[src/rtl/neo_cnt_pkg.sv]
// Shared constants and elaboration-time helpers for the neo_counter_n family.
package neo_cnt_pkg;

  localparam logic DIR_UP   = 1'b1;
  localparam logic DIR_DOWN = 1'b0;

  // All-ones value of a WIDTH-bit counter, computed in 64 bits so WIDTH=32 is safe.
  function automatic logic [31:0] cnt_max(input int unsigned width);
    return 32'((64'd1 << width) - 64'd1);
  endfunction

  // Terminal value when counting up: MODULO-1, or the natural maximum when MODULO is 0.
  function automatic logic [31:0] cnt_term_up(input int unsigned width,
                                              input longint unsigned modulo);
    return (modulo != 64'd0) ? 32'(modulo - 64'd1) : cnt_max(width);
  endfunction

endpackage

[src/rtl/neo_cnt_slice4.sv]
// 4-bit loadable up/down counter slice; carry/borrow ripples combinationally to the next slice.
module neo_cnt_slice4
  import neo_cnt_pkg::*;
(
  input  logic       clk_i,
  input  logic       rst_i,
  input  logic       load_i,
  input  logic [3:0] d_i,
  input  logic       cin_i,
  input  logic       up_i,
  output logic [3:0] q_o,
  output logic       cout_o
);

  logic [3:0] q_q, q_d;

  always_comb begin
    q_d = q_q;
    if (load_i) begin
      q_d = d_i;
    end else if (cin_i) begin
      q_d = (up_i == DIR_DOWN) ? q_q - 4'd1 : q_q + 4'd1;
    end
  end

  always_ff @(posedge clk_i or posedge rst_i) begin
    if (rst_i) begin
      q_q <= 4'h0;
    end else begin
      q_q <= q_d;
    end
  end

  assign q_o    = q_q;
  assign cout_o = cin_i & ((up_i == DIR_DOWN) ? (q_q == 4'h0) : (q_q == 4'hF));

endmodule

[src/rtl/neo_counter_n.sv]
// N-bit cascadable up/down counter with modulo limit, auto-reload and terminal-count pulse.
module neo_counter_n
  import neo_cnt_pkg::*;
#(
  parameter int unsigned     WIDTH  = 8,
  parameter longint unsigned MODULO = 0
) (
  input  logic             CK,
  input  logic             CL,
  input  logic [WIDTH-1:0] D,
  input  logic             nL,
  input  logic             EN,
  input  logic             CI,
  input  logic             UP,
  input  logic             RLD,
  output logic [WIDTH-1:0] Q,
  output logic             CO,
  output logic             TC
);

  localparam int unsigned      NumSlices = WIDTH / 4;
  localparam logic [WIDTH-1:0] TermUp    = WIDTH'(cnt_term_up(WIDTH, MODULO));

  logic [WIDTH-1:0]   term;
  logic [WIDTH-1:0]   load_val;
  logic [WIDTH-1:0]   r_q, r_d;
  logic               tc_q, tc_d;
  logic               at_term, cnt_ev, load_all;
  logic [NumSlices:0] carry;
  logic               unused_carry_out;

  always_comb begin
    term     = (UP == DIR_UP) ? TermUp : '0;
    at_term  = (Q == term);
    cnt_ev   = nL & EN & CI;
    // Wrap and reload are forced through the slices' parallel load path.
    load_all = ~nL | (cnt_ev & at_term);
    if (!nL) begin
      load_val = D;
    end else if (RLD) begin
      load_val = r_q;
    end else if (UP == DIR_UP) begin
      load_val = '0;
    end else begin
      load_val = TermUp;
    end
    r_d  = nL ? r_q : D;
    tc_d = cnt_ev & at_term;
  end

  assign carry[0] = cnt_ev;

  for (genvar i = 0; i < NumSlices; i++) begin : g_slice
    neo_cnt_slice4 u_slice (
      .clk_i  (CK),
      .rst_i  (CL),
      .load_i (load_all),
      .d_i    (load_val[4*i +: 4]),
      .cin_i  (carry[i]),
      .up_i   (UP),
      .q_o    (Q[4*i +: 4]),
      .cout_o (carry[i+1])
    );
  end

  assign unused_carry_out = carry[NumSlices];

  always_ff @(posedge CK or posedge CL) begin
    if (CL) begin
      r_q  <= '0;
      tc_q <= 1'b0;
    end else begin
      r_q  <= r_d;
      tc_q <= tc_d;
    end
  end

  assign CO = CI & at_term;
  assign TC = tc_q;

endmodule
[config.mk]
export PLATFORM = sky130hd
export DESIGN_NAME = neo_counter_n
export DESIGN_NICKNAME = d
export VERILOG_FILES = /design/src/rtl/neo_cnt_pkg.sv /design/src/rtl/neo_cnt_slice4.sv /design/src/rtl/neo_counter_n.sv
export SDC_FILE = /design/constraint.sdc
export NUM_CORES = 1
export LEC_CHECK = 0
export ABC_AREA = 1
export BUFFER_PORTS_ARGS = -buffer_cell sky130_fd_sc_hd__buf_2
export CAP_MARGIN = 10
export CORE_MARGIN = 3
export CORE_UTILIZATION = 50
export CTS_CLUSTER_DIAMETER = 40
export CTS_CLUSTER_SIZE = 30
export DETAILED_ROUTE_END_ITERATION = 12
export PLACE_DENSITY = 0.77
export SYNTH_ARGS = -nofsm -noshare
export SYNTH_HDL_FRONTEND = slang
export SYNTH_SLANG_ARGS = --single-unit
[constraint.sdc]
create_clock -name CK -period 2.22 [get_ports CK]
set_input_delay 0.444 -clock CK [delete_from_list [all_inputs] [get_ports CK]]
set_output_delay 0.444 -clock CK [all_outputs]
set_load 0.005 [all_outputs]
Word level (Yosys, flattened, before mapping)
Index checks and enable logic that the tools add are counted.

word-level totals
  word-level logic and storage cells = 31
  output and inout bits = 10
  input port bits = 15
  register bits after elaboration = 17

operators by class
  reductions and logical operators = 3
  add/subtract/negate cells = 4
  eq/ne operators = 2
  muxes and demuxes = 11
  bitwise gates (word level) = 7

operators with widths
  cell                 count
  $mux 8               4
  $mux 4               6
  $add 4x1->4 const B  2
  $eq 8x8->1           1
  $sub 4x1->4 const B  2
  $and 1x1->1          5
  $eq 4x4->1 const B   1
  $logic_not 4->1      1
  $reduce_bool 2->1    2
  $mux 1               1
  $not 1->1            1
  $or 1x1->1           1

Logic depth before layout (Yosys ltp)
  word-level depth = 5
  mapped depth = 12
  gate-level depth less buffers = 12

Modules after synthesis
A second synthesis with hierarchy kept.

unflattened totals
  cell total of the unflattened synthesis = 163
  area, all modules = 1174.9 um2

by module, submodules not included
  module          seq. area each (um2)  cells an instance  instances  area an instance (um2)
  neo_cnt_slice4  100.1                 47                 2          339.1
  neo_counter_n   225.2                 69                 1          496.7

Worst setup path after synthesis
No wires, ideal clock.

  kind = in2reg
  from = input port UP
  to = register g_slice[1].u_slice.q_q[3]
  slack = 0.499 ns
  arrival = 1.595 ns
  setup time = 0.126 ns
  path buffers = 0
  stages on the path = 11
  cells stage by stage = inv_2 > ha_1 > nand2_1 > inv_1 > nand2_1 > a21oi_1 > nand3_4 > nand2_4 > inv_2 > nand3_1 > nand3_1

on the way
  longest elaborated chain between the ends = 5

RTL lines
  what                                                line                  source
  start: declaration                                  neo_counter_n.sv:14   input logic UP,
  $mux 8                                              neo_counter_n.sv:33   term = (UP == DIR_UP) ? TermUp : '0;
  $eq 8x8->1                                          neo_counter_n.sv:34   at_term = (Q == term);
  $and 1x1->1                                         neo_counter_n.sv:37   load_all = ~nL | (cnt_ev & at_term);
  $or 1x1->1                                          neo_counter_n.sv:37
  $mux 4 / $reduce_bool 2->1 (equally long branches)  n/a
  end signal: assignment                              neo_cnt_slice4.sv:30  q_q <= q_d;
  end: declaration                                    neo_cnt_slice4.sv:15  logic [3:0] q_q, q_d;

Parallel ways exist; a longest one is shown, timed or not. The select of a mux whose other input is x is not followed.
A chain may end at the register's enable or synchronous reset.

Final worst setup path
  from = register g_slice[1].u_slice.q_q[1]
  to = output port CO

on the way
  longest elaborated chain between the ends = 2

RTL lines
  what              line                 source
  $eq 8x8->1        neo_counter_n.sv:34
  $and 1x1->1       neo_counter_n.sv:78  assign CO = CI & at_term;
  end: declaration  neo_counter_n.sv:17  output logic CO,

Every way passes these cells.

==> impl_metrics.ini <==
[logic_synthesis]
yosysUniqueCellTypes = 21
syn_area_per_cell_sq_um = 7.08
synth_compound_area_frac = 0.0724
ys_warn_count = 0
synth-seq-cells = 17
synthesis.area_sq_um = 1140
synth_fa_ha_area_frac = 0.0790
yosysSeqAreaShare = 0.373
synth_top_family_by_area = simple AND/OR/NAND/NOR gates
synth.area.mux_share = 0
syn_inst = 161
syn-num-nets = 182
synthSimpleGateAreaFrac = 0.390
synth-xor-area-share = 0.0307

[sta]
timing.slew.headroom = 0.565
hold_viol_final = 0
worst_pin_slew_ns = 0.651
setup_viol = 0
post-route-min-period_ns = 2.14
drv_slew = 0
clock.fmax_mhz = 468
fin_skew_ns = 0.00333
finalCritPeriodShare = 0.962
setup-tns-final_ns = 0

[placement]
dpl.cell_count = 213
place.gp.congestion = 0.937
io_buffers = 24
hpwl_um = 2090

[clock_tree]
cts_tree = done
clockBufferDepth = 2
clockRootBuffer = clkbuf_4
postCtsHoldBufs = 0
clk_pin_slew_ns = 0.10
clk_latency_ns = 0.29
clock_sinks = 17
numCtsBuffers = 3
htree_levels = 1

[detailed_routing]
drtIter0Drc = 23
drcViolationCount = 0
drt-total-wl_um = 2760
firstDrtPassIters = 4
detail-route-antenna-nets = 0
wl_per_cell_um = 12.6
vias = 1171
via_per_inst = 5.35

[setup_path]
crit_family = flip-flops
crit_path_frequent_cell = nand4_1
slowest_delay_ns = 0.45
worstSetupPathType = reg -> out
end_kind = primary output
crit_chain = ha_1 -> nand4_1 -> a21oi_1 -> nand4_1 -> nor2_1 -> buf_2
slowest_stage = dfrtp_1
critPathMaxFanout = 4
cp.required_ns = 1.78
path_buf_inv = 1
start_kind = register
arrival_ns = 1.69
reg2reg_slack_ns = 0.43

[floorplanning]
die_w_um = 53.7
io_pins = 25
rows = 16
core-area_sq_um = 2060
start_util = 0.553
die_h_um = 53.7
dieArea_sq_um = 2890

[power_and_ir_drop]
peakVddDrop_uv = 389
p_leak_nw = 0.766
p_per_area_nw_per_um2 = 662

[finish]
syn_to_final_growth_pct = 19.5
n_fill_cell = 181
drive_gt1_frac = 0.219
finalNonFillerCells = 219
antennaDiodeCount = 0
nets = 214

[run_status]
status = finished, final reports clean

[flow_run]
maxCapViolCount = 0

[grt]
antenna_found_initial = 0
grt_pass1_wl_um = 4520
grt_overflow_total = 0
track_usage = 0.216
grt_max_degree = 18
grt_pass1_vias = 1086

[hold_path]
hp-class = in -> async
## placed cells by master (no fill, tap or decap), drive strengths merged
master   n
a21oi    5
buf     29
clkbuf   3
clkinv   1
dfrtp   17
fa       2
ha       4
inv     14
nand2   71
nand3   16
nand4    3
nor2    11
nor3     2
o211ai   3
o21ai    7
xnor2    2
xor2     2
## cell usage after synthesis, drive strengths merged
| cell type | number | area [sq um] |
|---|---|---|
| a21oi | 5 | 25.0 |
| buf | 2 | 10.0 |
| dfrtp | 17 | 425 |
| fa | 2 | 40.0 |
| ha | 4 | 50.1 |
| inv | 14 | 52.6 |
| nand2 | 71 | 274 |
| nand3 | 16 | 92.6 |
| nand4 | 3 | 18.8 |
| nor2 | 11 | 43.8 |
| nor3 | 2 | 15.0 |
| o211ai | 3 | 22.5 |
| o21ai | 7 | 35.0 |
| xnor2 | 2 | 17.5 |
| xor2 | 2 | 17.5 |
## layer usage
layer	vias up	GRT usage	wire, um	part of all wire
met3	7	0.0471	263	0.095
met1	513	0.277	1140	0.42
li1	589	-	-	-
met2	62	0.349	1290	0.47
met5	-	0	0	0
met4	0	0.0936	53	0.019
## timing repair
item / CTS / global route
endpoints found under the setup margin: 0 / 1
setup buffers: 0 / 2
gates resized for setup: 0 / 2
## power by group
part	switching, mW	internal, mW
clock	0.101	0.0671
combinational	0.190	0.149
sequential	0.0458	0.349
total	0.337	0.566
## worst reg2reg max path, cell delays in order (launching register included)
cell,delay (ns)
dfrtp_1,0.45
ha_1,0.33
nand2_1,0.06
inv_1,0.06
nand2_1,0.05
a21oi_1,0.25
nand3_4,0.15
nand2_4,0.14
inv_2,0.06
nand3_1,0.06
nand3_1,0.07
## final timing paths
path                                            from                   endpoint  cells after the start
min in group CK                                 D[7]                     r_q[7]                      3
setup reg to reg           g_slice[1].u_slice.q_o[1]  g_slice[1].u_slice.q_o[3]                     10
max in group asynchronous                         CL  g_slice[0].u_slice.q_o[1]                      2
hold / removal                                    CL                     r_q[5]                      2
setup / recovery           g_slice[1].u_slice.q_o[1]                         CO                      6
hold reg to reg                               r_q[2]                     r_q[2]                      2
## layout make-up
class | count | area, sq um | share of cell area
multi-input combinational | 128 | 664 | 0.488
sequential | 17 | 427 | 0.313
timing repair buffer | 29 | 158 | 0.116
inverter | 14 | 52.6 | 0.0386
tap | 27 | 33.8 | 0.0248
clock buffer | 3 | 22.5 | 0.0165
clock inverter | 1 | 5.00 | 0.00367
## flip-flops by register name, indices dropped and copies added, names as in the netlist
register             count
g_slice.u_slice.q_o      8
r_q                      8
TC                       1
## per-stage QoR
stage	area [sq um]	setup WS (ns)	utilization	hold WS, ns	power, mW
floorplan	1140	0.499	-	0.370	0.602
global placement	1310	0.181	0.633	0.451	0.701
detailed placement	1310	0.126	0.633	0.460	0.711
CTS	1330	0.0759	0.647	0.239	0.882
global route	1360	-0.00876	0.661	0.247	0.973
finish	1360	0.0846	0.661	0.217	0.903
## kinds of logic (layout without fill, tap and decap cells)
family	after synthesis	in the layout
AND/OR/NAND/NOR	103	103
AO/OA/AOI/OAI	15	15
XOR/XNOR	4	4
buffers and inverters	16	47
adder cells (fa/ha/maj)	6	6
flip-flops	17	17
Power figures use the tool's default switching activity.
